`src/rtl/stopwatch_pkg.sv`:
```
// Shared types and constants for the SS.cc stopwatch controller.
package stopwatch_pkg;
  typedef enum logic [1:0] {IDLE, RUN, PAUSE} state_t;

  localparam int          BCD_W      = 4;
  localparam logic [3:0]  BCD_MAX    = 4'd9;
  localparam int          NUM_DIGITS = 4;
  localparam int          DISP_W     = 16;
endpackage

```
`src/rtl/stopwatch_ctrl_bcd_digit.sv`:
```
// Mod-10 BCD digit; carry is combinational so a chain ripples within one cycle.
module bcd_digit
  import stopwatch_pkg::*;
(
  input  logic             clk,
  input  logic             rst_n,
  input  logic             clr,
  input  logic             inc,
  output logic [BCD_W-1:0] digit,
  output logic             carry
);
  assign carry = inc && (digit == BCD_MAX);

  always_ff @(posedge clk) begin
    if (!rst_n)   digit <= '0;
    else if (clr) digit <= '0;
    else if (inc) digit <= carry ? '0 : digit + 1'b1;
  end
endmodule

```
`src/rtl/stopwatch_ctrl.sv`:
```
// Stopwatch run/pause/clear controller producing packed BCD SS.cc for the display.
// Optional lap freeze is built when STOPWATCH_LAP_EN is defined.
module stopwatch_ctrl
  import stopwatch_pkg::*;
#(
  parameter int CLK_HZ   = 100_000_000,
  parameter int TICK_HZ  = 100,
  parameter int TICK_DIV = CLK_HZ / TICK_HZ
) (
  input  logic              clk,
  input  logic              rst_n,
  input  logic              btn_start,
  input  logic              btn_clear,
`ifdef STOPWATCH_LAP_EN
  input  logic              btn_lap,
`endif
  output logic [DISP_W-1:0] disp_num,
  output logic              running,
  output logic              wrap_pulse
);
  generate
    if (TICK_DIV < 2) begin : g_bad_div
      $error("stopwatch_ctrl: TICK_DIV must be >= 2");
    end
  endgenerate

  localparam int PW = (TICK_DIV > 2) ? $clog2(TICK_DIV) : 1;
  localparam logic [PW-1:0] TERM = PW'(TICK_DIV - 1);

`ifdef STOPWATCH_LAP_EN
  localparam int NB = 3;
  logic [NB-1:0] btn_raw;
  assign btn_raw = {btn_lap, btn_clear, btn_start};
`else
  localparam int NB = 2;
  logic [NB-1:0] btn_raw;
  assign btn_raw = {btn_clear, btn_start};
`endif

  // two-flop synchronizer plus history flop per button
  logic [NB-1:0] sync1, sync2, hist, ev;
  always_ff @(posedge clk) begin
    if (!rst_n) begin
      sync1 <= '0;
      sync2 <= '0;
      hist  <= '0;
    end else begin
      sync1 <= btn_raw;
      sync2 <= sync1;
      hist  <= sync2;
    end
  end
  assign ev = sync2 & ~hist;

  logic start_ev, clear_ev;
  assign start_ev = ev[0];
  assign clear_ev = ev[1];

  state_t state_q, state_d;
  logic   clr_cnt;

  always_comb begin
    state_d = state_q;
    clr_cnt = 1'b0;
    case (state_q)
      IDLE:  if (clear_ev) clr_cnt = 1'b1;
             else if (start_ev) state_d = RUN;
      RUN:   if (start_ev) state_d = PAUSE;
      PAUSE: if (clear_ev) begin
               state_d = IDLE;
               clr_cnt = 1'b1;
             end else if (start_ev) state_d = RUN;
      default: state_d = IDLE;
    endcase
  end

  always_ff @(posedge clk) begin
    if (!rst_n) begin
      state_q <= IDLE;
      running <= 1'b0;
    end else begin
      state_q <= state_d;
      running <= (state_d == RUN);
    end
  end

  logic [PW-1:0] presc_q;
  logic          tick;
  assign tick = (presc_q == TERM) && (state_q == RUN);

  always_ff @(posedge clk) begin
    if (!rst_n)                presc_q <= '0;
    else if (clr_cnt)          presc_q <= '0;
    else if (state_q == RUN)   presc_q <= tick ? '0 : presc_q + 1'b1;
  end

  logic [NUM_DIGITS-1:0][BCD_W-1:0] digits;
  logic [NUM_DIGITS-1:0]            inc, carry;

  generate
    for (genvar i = 0; i < NUM_DIGITS; i++) begin : g_dig
      if (i == 0) begin : g_lsd
        assign inc[i] = tick;
      end else begin : g_up
        assign inc[i] = carry[i-1];
      end
      bcd_digit u_dig (
        .clk   (clk),
        .rst_n (rst_n),
        .clr   (clr_cnt),
        .inc   (inc[i]),
        .digit (digits[i]),
        .carry (carry[i])
      );
    end
  endgenerate

  always_ff @(posedge clk) begin
    if (!rst_n) wrap_pulse <= 1'b0;
    else        wrap_pulse <= carry[NUM_DIGITS-1];
  end

`ifdef STOPWATCH_LAP_EN
  logic [DISP_W-1:0] lap_q;
  logic              frozen;
  always_ff @(posedge clk) begin
    if (!rst_n) begin
      lap_q  <= '0;
      frozen <= 1'b0;
    end else if (clr_cnt) begin
      frozen <= 1'b0;
    end else if (ev[2] && state_q == RUN) begin
      if (!frozen) lap_q <= digits;
      frozen <= ~frozen;
    end
  end
  assign disp_num = frozen ? lap_q : digits;
`else
  assign disp_num = digits;
`endif
endmodule

```
`config.mk`:
```
export PLATFORM = sky130hd
export DESIGN_NAME = stopwatch_ctrl
export DESIGN_NICKNAME = d
export VERILOG_FILES = /design/src/rtl/stopwatch_pkg.sv /design/src/rtl/stopwatch_ctrl_bcd_digit.sv /design/src/rtl/stopwatch_ctrl.sv
export SDC_FILE = /design/constraint.sdc
export NUM_CORES = 1
export LEC_CHECK = 0
export BUFFER_PORTS_ARGS = -buffer_cell sky130_fd_sc_hd__buf_2
export CAP_MARGIN = 20
export CORE_UTILIZATION = 55
export CTS_BUF_LIST = sky130_fd_sc_hd__clkbuf_8
export DETAILED_ROUTE_END_ITERATION = 16
export PLACE_DENSITY = 0.81
export SYNTH_ARGS = -nofsm -noshare
export SYNTH_HDL_FRONTEND = slang
export SYNTH_HIERARCHICAL = 1
export SYNTH_SLANG_ARGS = --single-unit
```
`constraint.sdc`:
```
create_clock -name clk -period 6.5 [get_ports clk]
set_input_delay 0.975 -clock clk [delete_from_list [all_inputs] [get_ports clk]]
set_output_delay 0.975 -clock clk [all_outputs]
set_load 0.01 [all_outputs]
```
==> flow_summary.toml <==
[critical_path]
worstRegToRegCells = 13
endpoint_kind = "flip-flop"
max_stage_delay_ns = 0.60
reg2reg_from = "presc_q[0]"
arrival_ns = 3.83
critical_path.startpoint = "presc_q[0]"
cp_common_cell = "nand4b_1"
critPathRequiredTime_ns = 6.69
cp.depth = 13
path_max_fanout = 7
critPathLaunchType = "flip-flop"
crit_slowest_cell = "nor3_1"
path_buf_inv = 3
crit_path_cell_trace = "ha_1, and4b_1, nand4_1, nor3_1, nand4b_1, inv_1, nand4b_1, inv_1, nand4b_1, inv_1, nand4b_1, nand2b_1, nor2_1"
crit_type = "flip-flop to flip-flop"
critPathTopFamily = "simple AND/OR/NAND/NOR gates"

[cells_and_area]
finalNetCount = 270
diodes = 0
area_growth_pct = 9.948
fillers = 325
fin_util = 0.6438
finalNonFillerCells = 306
drive_gt1_frac = 0.1318
finish.instance_area_mm2 = 0.002392
final_cell_mix = "46 x dfxtp_1, 21 x buf_2, 20 x a21oi_1, 18 x nand2b_1, 17 x nand2_1"
layout_commonest_cell = "dfxtp_1"

[yosys]
ys_seq_area_frac = 0.4232
synth_nets = 250
synth_fa_ha_area_frac = 0.05175
synth_compound_area_frac = 0.09201
synth_edf_count = 0
syn_area_mm2 = 0.002176
synth_area_leaders = "dfxtp_1 42%, xor2_1 6.4%, ha_1 5.2%, nand2b_1 5.2%, a21oi_1 4.6%"
syn_avg_cell_area_um2 = 9.181
syn-instance-count = 237
synth_top_family_by_area = "simple AND/OR/NAND/NOR gates"
synthMuxAreaShare = 0
synth_top_area_cell = "dfxtp_1"
synth-warning-count = 6
synth_xor_area_frac = 0.06843
synth-seq-cells = 46
yosys.area.top_type_share = 0.4232
async_flop_share = 0
yosys.area_share.simple = 0.3220
synth_cell_types = 36
synth_ff_type = "dfxtp_1"

[sta]
report.final.slew_viol_count = 0
tns_ns = 0
timing.slew.headroom = 0.5962
setup_viol = 0
hold_violations = 0
finClkSkew_ns = 0.009155
rsz0062_at_grt = "false"
timing.fmax_mhz = 274.5
period_needed_ns = 3.644
worst_pin_slew_ns = 0.6010
finalCritPeriodShare = 0.5605

[power_and_ir_drop]
netSwitchingPower_uw = 99.81
p_seq_frac = 0.569
pwr-share-clk = 0.401
p_sw_frac = 0.1991
cellLeakagePower_uw = 0.0009598
comb_power_share = 0.030
vdd_ir_drop_max_mv = 0.1787
power.internal_uw = 401.5
pwr_density_cell_mw_per_mm2 = 209.5

[worst_hold_path]
hold_path_depth = 1
hold_path.class = "flip-flop to flip-flop"
worstHoldStart = "sync1[1]"

[placement]
port_buffers = 21
placed_cell_area_mm2 = 0.002286
dp.cells = 298
hpwl_um = 2635
gp_congestion = 0.8044

[floorplanning]
initial_core_util = 0.5855
die_w_um = 64.90
io_pins = 22
die_h_um = 64.90
num_rows = 22
die_area_mm2 = 0.004211
core_mm2 = 0.003716

[job]
drv_cap = 0

[cts]
holdBufCountCts = 0
clock_path_buffers = 2
cts_setup_buffers = 0
cts_resized = 0
clock-root-buffer = "clkbuf_8"
clk_pin_slew_ns = 0.08
cts-buffers-inserted = 5
worstSkewPairLatency_ns = 0.30
clock_sinks = 46
cts_tree = "done"
htreeDepth = 2

[detailed_routing]
ant_nets = 0
post_drt_wl_per_cell_um = 12.08
drt_iter0_markers = 127
vias = 1633
firstDrtPassIters = 4
viasPerCell = 5.337
drcViolationCount = 0
wirelength_um = 3695

[global_route]
grt_max_degree = 17
antenna_found_initial = 0
grt_pass1_vias = 1471
track_usage = 0.1990
overflow = 0
grt_pass1_wl_um = 6479

[status]
outcome = "completed"
[layout make-up]
cell class | instances | area (um2) | area share
clock buffer | 5 | 68.82 | 0.02877
timing repair buffer | 21 | 105.1 | 0.04393
clock inverter | 3 | 37.54 | 0.01569
tap | 48 | 60.06 | 0.02510
inverter | 10 | 37.54 | 0.01569
sequential | 46 | 920.9 | 0.3849
multi-input combinational | 173 | 1162 | 0.4859
[routing by layer]
| metal | global-route usage | part of all wire | vias to the layer above |
|---|---|---|---|
| met4 | 0.09444 | 0.017 | 0 |
| li1 | - | - | 859 |
| met1 | 0.2740 | 0.52 | 748 |
| met5 | 0 | 0 | - |
| met2 | 0.2799 | 0.43 | 22 |
| met3 | 0.05986 | 0.037 | 4 |
[stage by stage]
step / hold slack [ns] / worst slack, ns / power [uW]
2_1_floorplan: 0.4119 / 3.426 / 303.9
3_3_place_gp: 0.4135 / 3.101 / 306.7
3_5_place_dp: 0.4221 / 2.932 / 307.0
4_1_cts: 0.4410 / 2.870 / 505.6
5_1_grt: 0.4621 / 2.379 / 521.0
6_report: 0.4351 / 2.857 / 501.3
[kinds of logic (layout without fill, tap and decap cells)]
family / Yosys count / in the layout
flops: 46 / 46
buf+inv: 18 / 39
xor+xnor: 17 / 17
fa+ha+maj: 9 / 9
compound gates: 34 / 34
simple gates: 113 / 113
[final timing paths]
path | endpoint | slack, ns
max | g_dig[3].u_dig/digit[2] | 2.86
min | sync2[1] | 0.44
max reg2reg | g_dig[3].u_dig/digit[2] | 2.86
min reg2reg | sync2[1] | 0.44
[sequential cells by signal, summed over array words and instances (netlist names)]
signal / count
presc_q: 20
g_dig.u_dig/digit: 16
hist: 2
state_q: 2
sync1: 2
sync2: 2
running: 1
wrap_pulse: 1
[power groups by stage]
stage	registers [uW]	clock network, uW	logic (uW)
final	285	201	14.8
after global routing	286	219	16.8
after CTS	285	205	15.1
after detailed placement	292	0	15.0
after global placement	292	0	14.8
after floorplan	292	0	12.1
[Yosys cell counts (4+ instances only)]
cell and number:
or3_1 5, dfxtp_1 46, o31ai_1 4, nor2_2 4, nand2b_1 18, xor2_1 16, or4_1 4, nand4_1 12
nor2_1 14, nand2_1 17, nand4b_1 4, a21oi_1 20, and2_1 10, inv_1 10, o21ai_0 6, nand3b_1 8
ha_1 9
(Power assumes the default switching activity.)
